<file path="src/rtl/ms_pick_actor_pkg.sv">
// Shared constants and helpers for the multi-stream PICK actor.
package ms_pkg;

   // Consumption modes selected by the mode input
   localparam logic MODE_SDF  = 1'b0;
   localparam logic MODE_CSDF = 1'b1;

   // Width of each per-flux completed-cycle counter
   localparam int CYC_W = 8;

   // Bits needed to index n items, never less than one
   function automatic int tag_width(input int n);
      return (n <= 2) ? 1 : $clog2(n);
   endfunction

endpackage

</file>
<file path="src/rtl/ms_pick_actor_if.sv">
// Token bus of the PICK actor: input ports with per-queue full flags,
// and a single output port with downstream back-pressure.
interface ms_pick_actor_if #(
   parameter int PORTS = 2,
   parameter int FLUX  = 2,
   parameter int WIDTH = 9
);
   logic [PORTS-1:0]       in_port_write;
   logic [PORTS*WIDTH-1:0] in_port_datain;
   logic [PORTS*FLUX-1:0]  in_port_full;
   logic                   out_port_full;
   logic                   out_port_write;
   logic [WIDTH-1:0]       out_port_dataout;

   // Token producer / consumer side (testbench or upstream/downstream fabric)
   modport master (
      output in_port_write,
      output in_port_datain,
      output out_port_full,
      input  in_port_full,
      input  out_port_write,
      input  out_port_dataout
   );

   // Actor side
   modport slave (
      input  in_port_write,
      input  in_port_datain,
      input  out_port_full,
      output in_port_full,
      output out_port_write,
      output out_port_dataout
   );
endinterface

</file>
<file path="src/rtl/ms_pick_actor_fifo.sv">
// Single circular token queue: independent read/write pointers,
// occupancy counter 0..DEPTH, head of queue visible without a pop.
module ms_fifo
   import ms_pkg::*;
#(
   parameter int WIDTH = 9,
   parameter int DEPTH = 4
) (
   input  logic             clk,
   input  logic             rst,
   input  logic             push,
   input  logic             pop,
   input  logic [WIDTH-1:0] din,
   output logic             empty,
   output logic             full,
   output logic [WIDTH-1:0] head
);
   localparam int PTR_W = tag_width(DEPTH);
   localparam int CNT_W = $clog2(DEPTH + 1);
   localparam logic [PTR_W-1:0] PTR_LAST = PTR_W'(DEPTH - 1);
   localparam logic [CNT_W-1:0] CNT_FULL = CNT_W'(DEPTH);

   logic [WIDTH-1:0] mem_reg [DEPTH];
   logic [PTR_W-1:0] wr_ptr_reg;
   logic [PTR_W-1:0] rd_ptr_reg;
   logic [CNT_W-1:0] count_reg;
   logic             push_ok;
   logic             pop_ok;

   // Flags come straight from the registered count, so they show the
   // occupancy left by the previous edge. A full queue refuses a push
   // even when it is popped in the same cycle.
   assign empty   = (count_reg == '0);
   assign full    = (count_reg == CNT_FULL);
   assign push_ok = push && !full;
   assign pop_ok  = pop && !empty;
   assign head    = mem_reg[rd_ptr_reg];

   // Token storage; contents need no reset because the count gates them
   always_ff @(posedge clk) begin
      if (push_ok) begin
         mem_reg[wr_ptr_reg] <= din;
      end
   end

   // Pointer and occupancy bookkeeping
   always_ff @(posedge clk) begin
      if (!rst) begin
         wr_ptr_reg <= '0;
         rd_ptr_reg <= '0;
         count_reg  <= '0;
      end else begin
         if (push_ok) begin
            wr_ptr_reg <= (wr_ptr_reg == PTR_LAST) ? '0 : wr_ptr_reg + 1'b1;
         end
         if (pop_ok) begin
            rd_ptr_reg <= (rd_ptr_reg == PTR_LAST) ? '0 : rd_ptr_reg + 1'b1;
         end
         case ({push_ok, pop_ok})
            2'b10:   count_reg <= count_reg + 1'b1;
            2'b01:   count_reg <= count_reg - 1'b1;
            default: count_reg <= count_reg;
         endcase
      end
   end

endmodule

</file>
<file path="src/rtl/ms_pick_actor.sv">
// Multi-stream PICK actor. Tokens are queued per (port, flux); each cycle
// at most one eligible flux fires, chosen round-robin, and emits the token
// selected by that flux's phase counter. SDF consumes one token from every
// port per firing, CSDF consumes only the token at the current phase.
module ms_pick_actor
   import ms_pkg::*;
#(
   parameter int DATA_WIDTH = 8,
   parameter int FLUX       = 2,
   parameter int PORTS      = 2,
   parameter int DEPTH      = 4,
   parameter int TAG_WIDTH  = tag_width(FLUX),
   parameter int WIDTH      = DATA_WIDTH + TAG_WIDTH
) (
   input  logic                  clk,
   input  logic                  rst,
   input  logic                  mode,
   ms_pick_actor_if.slave        bus,
   output logic [FLUX*CYC_W-1:0] cycles_done
);
   localparam int PH_W = tag_width(PORTS);
   localparam logic [PH_W-1:0]      PH_LAST   = PH_W'(PORTS - 1);
   localparam logic [TAG_WIDTH-1:0] FLUX_LAST = TAG_WIDTH'(FLUX - 1);

   genvar gi, gj;

   // Queue array signals, indexed [port][flux]
   logic             q_push  [PORTS][FLUX];
   logic             q_pop   [PORTS][FLUX];
   logic             q_empty [PORTS][FLUX];
   logic             q_full  [PORTS][FLUX];
   logic [WIDTH-1:0] q_head  [PORTS][FLUX];

   // Control state
   logic [PH_W-1:0]      ph_reg  [FLUX];
   logic [CYC_W-1:0]     cyc_reg [FLUX];
   logic [TAG_WIDTH-1:0] ptr_reg;
   logic                 mode_reg;
   logic                 out_write_reg;
   logic [WIDTH-1:0]     out_data_reg;

   // Firing decision
   logic [FLUX-1:0]      elig;
   logic [TAG_WIDTH-1:0] sel;
   logic [TAG_WIDTH-1:0] cand;
   logic                 found;
   logic                 mode_change;
   logic                 fire;
   logic [WIDTH-1:0]     pick_head;

   assign mode_change = (mode != mode_reg);
   assign fire        = found && !bus.out_port_full && !mode_change;

   // Routing decode, queue instances and per-queue pop strobes
   for (gi = 0; gi < PORTS; gi++) begin : g_port
      logic [TAG_WIDTH-1:0] tag;
      assign tag = bus.in_port_datain[gi*WIDTH+DATA_WIDTH +: TAG_WIDTH];

      for (gj = 0; gj < FLUX; gj++) begin : g_flux
         // Tags outside 0..FLUX-1 match no queue and are dropped here
         assign q_push[gi][gj] = bus.in_port_write[gi] && (tag == TAG_WIDTH'(gj));

         assign q_pop[gi][gj] = fire && (sel == TAG_WIDTH'(gj)) &&
                                ((mode_reg == MODE_SDF) || (ph_reg[gj] == PH_W'(gi)));

         ms_fifo #(
            .WIDTH (WIDTH),
            .DEPTH (DEPTH)
         ) u_fifo (
            .clk   (clk),
            .rst   (rst),
            .push  (q_push[gi][gj]),
            .pop   (q_pop[gi][gj]),
            .din   (bus.in_port_datain[gi*WIDTH +: WIDTH]),
            .empty (q_empty[gi][gj]),
            .full  (q_full[gi][gj]),
            .head  (q_head[gi][gj])
         );

         assign bus.in_port_full[gi*FLUX+gj] = q_full[gi][gj];
      end
   end

   // Eligibility per flux: all ports ready (SDF) or the phase port ready (CSDF)
   for (gj = 0; gj < FLUX; gj++) begin : g_elig
      logic [PORTS-1:0] ne;
      for (gi = 0; gi < PORTS; gi++) begin : g_ne
         assign ne[gi] = !q_empty[gi][gj];
      end
      assign elig[gj] = (mode_reg == MODE_SDF) ? (&ne) : ne[ph_reg[gj]];
   end

   // Round-robin search for the first eligible flux starting at the pointer
   always_comb begin
      sel   = '0;
      found = 1'b0;
      cand  = ptr_reg;
      for (int i = 0; i < FLUX; i++) begin
         if (!found && elig[cand]) begin
            found = 1'b1;
            sel   = cand;
         end
         cand = (cand == FLUX_LAST) ? '0 : cand + 1'b1;
      end
   end

   // Token at the fired flux's phase port; its stored tag already equals
   // the flux index because routing placed it by that tag
   always_comb begin
      pick_head = q_head[ph_reg[sel]][sel];
   end

   // Registered copy of mode for change detection, tracked through reset
   // so a static mode never looks like a change after reset release
   always_ff @(posedge clk) begin
      mode_reg <= mode;
   end

   // Phase counters, cycle counters and arbiter pointer
   always_ff @(posedge clk) begin
      if (!rst) begin
         for (int f = 0; f < FLUX; f++) begin
            ph_reg[f]  <= '0;
            cyc_reg[f] <= '0;
         end
         ptr_reg <= '0;
      end else if (mode_change) begin
         for (int f = 0; f < FLUX; f++) begin
            ph_reg[f] <= '0;
         end
      end else if (fire) begin
         if (ph_reg[sel] == PH_LAST) begin
            ph_reg[sel]  <= '0;
            cyc_reg[sel] <= cyc_reg[sel] + 1'b1;
         end else begin
            ph_reg[sel] <= ph_reg[sel] + 1'b1;
         end
         ptr_reg <= (sel == FLUX_LAST) ? '0 : sel + 1'b1;
      end
   end

   // Output register: one-cycle valid pulse per firing, data held between
   always_ff @(posedge clk) begin
      if (!rst) begin
         out_write_reg <= 1'b0;
         out_data_reg  <= '0;
      end else begin
         out_write_reg <= fire;
         if (fire) begin
            out_data_reg <= pick_head;
         end
      end
   end

   assign bus.out_port_write   = out_write_reg;
   assign bus.out_port_dataout = out_data_reg;

   for (gj = 0; gj < FLUX; gj++) begin : g_cyc
      assign cycles_done[gj*CYC_W +: CYC_W] = cyc_reg[gj];
   end

endmodule

</file>
<file path="src/flat_wrapper.sv">
// flat-port wrapper written by rule: the top's interface ports become plain ports
module ms_pick_actor_flat import ms_pkg::*;
#(
   parameter int DATA_WIDTH = 8,
   parameter int FLUX       = 2,
   parameter int PORTS      = 2,
   parameter int DEPTH      = 4,
   parameter int TAG_WIDTH  = tag_width(FLUX),
   parameter int WIDTH      = DATA_WIDTH + TAG_WIDTH
)
  (clk, rst, mode, cycles_done, bus_in_port_write, bus_in_port_datain, bus_out_port_full, bus_in_port_full, bus_out_port_write, bus_out_port_dataout);
  ms_pick_actor_if #(.PORTS(PORTS), .FLUX(FLUX), .WIDTH(WIDTH)) bus_i ();
  input  logic clk;
  input  logic rst;
  input  logic mode;
  output logic [FLUX*CYC_W-1:0] cycles_done;
  input wire logic [$bits(bus_i.in_port_write)-1:0] bus_in_port_write;
  input wire logic [$bits(bus_i.in_port_datain)-1:0] bus_in_port_datain;
  input wire logic [$bits(bus_i.out_port_full)-1:0] bus_out_port_full;
  output wire logic [$bits(bus_i.in_port_full)-1:0] bus_in_port_full;
  output wire logic [$bits(bus_i.out_port_write)-1:0] bus_out_port_write;
  output wire logic [$bits(bus_i.out_port_dataout)-1:0] bus_out_port_dataout;
  assign bus_i.in_port_write = bus_in_port_write;
  assign bus_i.in_port_datain = bus_in_port_datain;
  assign bus_i.out_port_full = bus_out_port_full;
  assign bus_in_port_full = bus_i.in_port_full;
  assign bus_out_port_write = bus_i.out_port_write;
  assign bus_out_port_dataout = bus_i.out_port_dataout;
  ms_pick_actor #(.DATA_WIDTH(DATA_WIDTH), .FLUX(FLUX), .PORTS(PORTS), .DEPTH(DEPTH), .TAG_WIDTH(TAG_WIDTH), .WIDTH(WIDTH)) u_core (.clk(clk), .rst(rst), .mode(mode), .bus(bus_i), .cycles_done(cycles_done));
endmodule
</file>
<file path="config.mk">
export PLATFORM = sky130hd
export DESIGN_NAME = ms_pick_actor_flat
export DESIGN_NICKNAME = d
export VERILOG_FILES = /design/src/rtl/ms_pick_actor_pkg.sv /design/src/rtl/ms_pick_actor_if.sv /design/src/rtl/ms_pick_actor_fifo.sv /design/src/rtl/ms_pick_actor.sv /design/src/flat_wrapper.sv
export SDC_FILE = /design/constraint.sdc
export NUM_CORES = 1
export LEC_CHECK = 0
export ABC_AREA = 1
export BUFFER_PORTS_ARGS = -buffer_cell sky130_fd_sc_hd__buf_4
export CORE_ASPECT_RATIO = 1.1
export CORE_UTILIZATION = 35
export CTS_CLUSTER_DIAMETER = 150
export CTS_CLUSTER_SIZE = 24
export DETAILED_ROUTE_END_ITERATION = 12
export HOLD_SLACK_MARGIN = 0.05
export REMOVE_ABC_BUFFERS = 1
export SYNTH_ARGS = -nofsm -noshare
export SYNTH_HDL_FRONTEND = slang
export SYNTH_SLANG_ARGS = --single-unit
</file>
<file path="constraint.sdc">
create_clock -name clk -period 2.9 [get_ports clk]
set_input_delay 0 -clock clk [delete_from_list [all_inputs] [get_ports clk]]
set_output_delay 0 -clock clk [all_outputs]
set_load 0.01 [all_outputs]
</file>
==> results.yml <==
worst_setup_path:
  timing.rr.start: "u_core.ph_reg[1]$_SDFFCE_PN0P_"
  r2r_slack_ps: 270
  cp-end-kind: "register"
  cp.arrival_ps: 2990
  startpoint_type: "register"
  worst_ep_required_time_ps: 3260
  path_cells: "inv_1 > nand2_1 > nand3_1 > nand2_2 > nand2_1 > nand2_1 > nor2_2 > buf_4 > nand2_1 > inv_2 > ha_1 > inv_1 > fa_1 > a21oi_1 > o21ai_0 > o21ai_0 > a21oi_1"
  reg2reg_to: "u_core.g_port[1].g_flux[1].u_fifo.count_reg[2]$_SDFFE_PN0P_"
  cp.depth: 17
  worst-path-buf-inv: 4
  crit_end: "u_core.g_port[1].g_flux[1].u_fifo.count_reg[2]$_SDFFE_PN0P_"
  rr_worst_depth: 17
  critPathKind: "register to register"
  path_max_fanout: 6
  crit_start: "u_core.ph_reg[1]$_SDFFCE_PN0P_"
  cp_top_family: "simple AND/OR/NAND/NOR gates"
  cp_common_cell: "nand2_1"
  slowest_delay_ps: 460
  slowest_stage: "edfxtp_1"
drt:
  drt_iter0_markers: 404
  firstDrtPassIters: 4
  viasPerCell: 4.68
  ant_nets: 0
  avgRoutedWirePerCell_um: 14.6
  vias: 5886
  wl_um: 18400
  drc: 0
global_route:
  grt_pass1_wl_um: 28900
  grt.overflow.total: 0
  antenna_found_initial: 0
  grt_pass1_vias: 5674
  groute.usage.overall_pct: 14.1
  grt_max_degree: 33
synthesis:
  synth-xor-area-share_pct: 0.390
  yosysWarnings: 0
  synthSimpleGateAreaFrac_pct: 15.1
  synthCells: 823
  netlist_area_um2: 8990
  synth.avg_cell_area_um2: 10.9
  synthAdderAreaFrac_pct: 4.37
  synthDistinctLibCells: 33
  synth_compound_area_share_pct: 8.92
  synth-seq-cells: 210
  synthMuxAreaShare_pct: 1.00
  ys_seq_area_share_pct: 64.8
  synth_top_family_by_area: "simple AND/OR/NAND/NOR gates"
sta:
  clock_skew_ps: 14.2
  fin_hold_ws_ps: 207
  setup_viol: 0
  max_freq_mhz: 381
  worst_pin_slew_ps: 839
  fin_crit_ps: 2630
  tns_ps: 0
  maxSlewHeadroom_pct: 43.8
  finalHoldViolations: 0
  fin_crit_sh_pct: 90.6
  final_max_slew_viol_count: 0
power_and_ir_drop:
  power_mw: 5.92
  combPwrFrac_pct: 12.8
  switchingPower_mw: 1.46
  p_leak_nw: 4.02
  pwr-share-seq_pct: 57.5
  ir_drop_mv: 0.305
  clkPwrFrac_pct: 29.7
  swShare_pct: 24.7
  power.internal_mw: 4.46
  power.density_nw_per_um2: 567
final_layout:
  final_nets: 961
  regArea_um2: 5830
  largest_reg_flops: 144
  multi_input_area_um2: 2680
  fin_cells: 1259
  layout_commonest_cell: "edfxtp_1"
  fill_cells: 2406
  diodes: 0
  layout_common_cells: "162 x edfxtp_1, 142 x nand2_1, 100 x nor2_1"
  synthToLayoutAreaGrowth_pct: 16.0
  final_area_um2: 10400
  layout-drive-gt1-share_pct: 13.1
hold_path:
  min_path_type: "input pin to register"
outcome:
  status: "complete, no violations"
die:
  die_height_um: 170
  fp-row-count: 61
  die_w_um: 155
  pin_count: 54
  initial_core_util_pct: 35.6
  dieArea_um2: 26300
  core_um2: 25300
cts:
  cts_sinks: 210
  cts_buffer_depth: 3
  cts_root_buf: "clkbuf_16"
  cts_made_buffers: 12
  tritoncts: "done"
  clk_latency_ps: 470
  clkTransAtPathRegs_ps: 100
  htree_levels: 1
placed_design:
  placed_area_um2: 9830
  dp.cells: 1215
  place_hpwl_um: 12500
  gp_congestion: 0.793
  portBuffers: 53
run:
  max_cap_violations: 0
-- layout make-up --
cell class	instances	area share [%]
clock buffers	18	3.30
clock inverters	1	0.0839
well taps	346	4.15
repair buffers	100	7.75
multi-input cells	496	25.7
flip-flops and latches	210	55.8
inverters	88	3.19
-- timing repair --
action / 4_1_cts / 5_1_grt
setup buffers: 0 / 2
hold buffers: 23 / 0
endpoints found under the hold margin: 153 / 0
resized for setup: 0 / 2
setup endpoints to repair: 0 / 3
-- worst register-to-register path, delay by kind of cell, from the launching register on --
kind            cells  cell delay [ps]
flops               1              460
fa+ha+maj           2              520
buf+inv             4              370
simple gates        7              720
compound gates      4              450
-- synthesized netlist by cell type --
master    count  area share [%]
mux2i_1       9             1.0
xnor2_1       2            0.19
o21ai_1       1           0.056
nand3_2       4            0.45
nand2_2      12            0.83
xor2_1        2            0.19
inv_4         1           0.070
o22ai_1      11            0.77
a32o_1       16             1.8
edfxtp_1    162              54
nor2_4        1            0.13
fa_1          4            0.89
o211a_1       4            0.45
nand2_1     142             5.9
clkbuf_1     14            0.58
nand3_1      52             2.9
nand4_1       1           0.070
nand2_4       1            0.13
a21oi_1      42             2.3
inv_1        75             3.1
a211oi_1      5            0.42
clkinv_1      8            0.33
ha_1         25             3.5
dfxtp_1      48              11
buf_2         4            0.22
o21ai_0      56             3.1
buf_8         1            0.17
nor2_2        4            0.28
buf_1         2           0.084
buf_4         8            0.67
inv_2         4            0.17
nor2_1      101             4.2
nand3_4       1            0.19
-- kinds of logic after synthesis --
group,Yosys count
xor+xnor,4
flops,210
simple gates,319
buf+inv,117
mux,9
fa+ha+maj,29
compound gates,135
-- worst min-delay path by stage --
stage	from	to	depth (start not counted)
after floorplan	mode	u_core.mode_reg$_DFF_P_	0
after global placement	mode	u_core.mode_reg$_DFF_P_	1
after detailed placement	mode	u_core.mode_reg$_DFF_P_	1
after CTS	mode	u_core.mode_reg$_DFF_P_	2
after global routing	mode	u_core.mode_reg$_DFF_P_	2
final	mode	u_core.mode_reg$_DFF_P_	2
-- power by group through the flow --
stage	Sequential [mW]	Combinational (mW)	Clock, mW
floorplan	3.48	0.445	0
global placement	3.47	0.726	0
detailed placement	3.47	0.736	0
CTS	3.40	0.764	1.80
global route	3.42	0.860	1.89
finish	3.40	0.758	1.76
-- metrics by stage --
step	setup WS (ps)	utilization, %
2_1_floorplan	119	-
3_3_place_gp	342	38.9
3_5_place_dp	274	38.9
4_1_cts	239	41.2
5_1_grt	-8.95	41.3
6_report	274	41.3
-- metal layers --
layer / vias to the layer above / GRT usage, % / part of all wire [%]
li1: 2970 / - / -
met1: 2796 / 17.4 / 44
met2: 98 / 25.5 / 50
met3: 22 / 2.47 / 5.0
met4: 0 / 3.57 / 1.6
met5: - / 0 / 0
(Power assumes the default switching activity.)
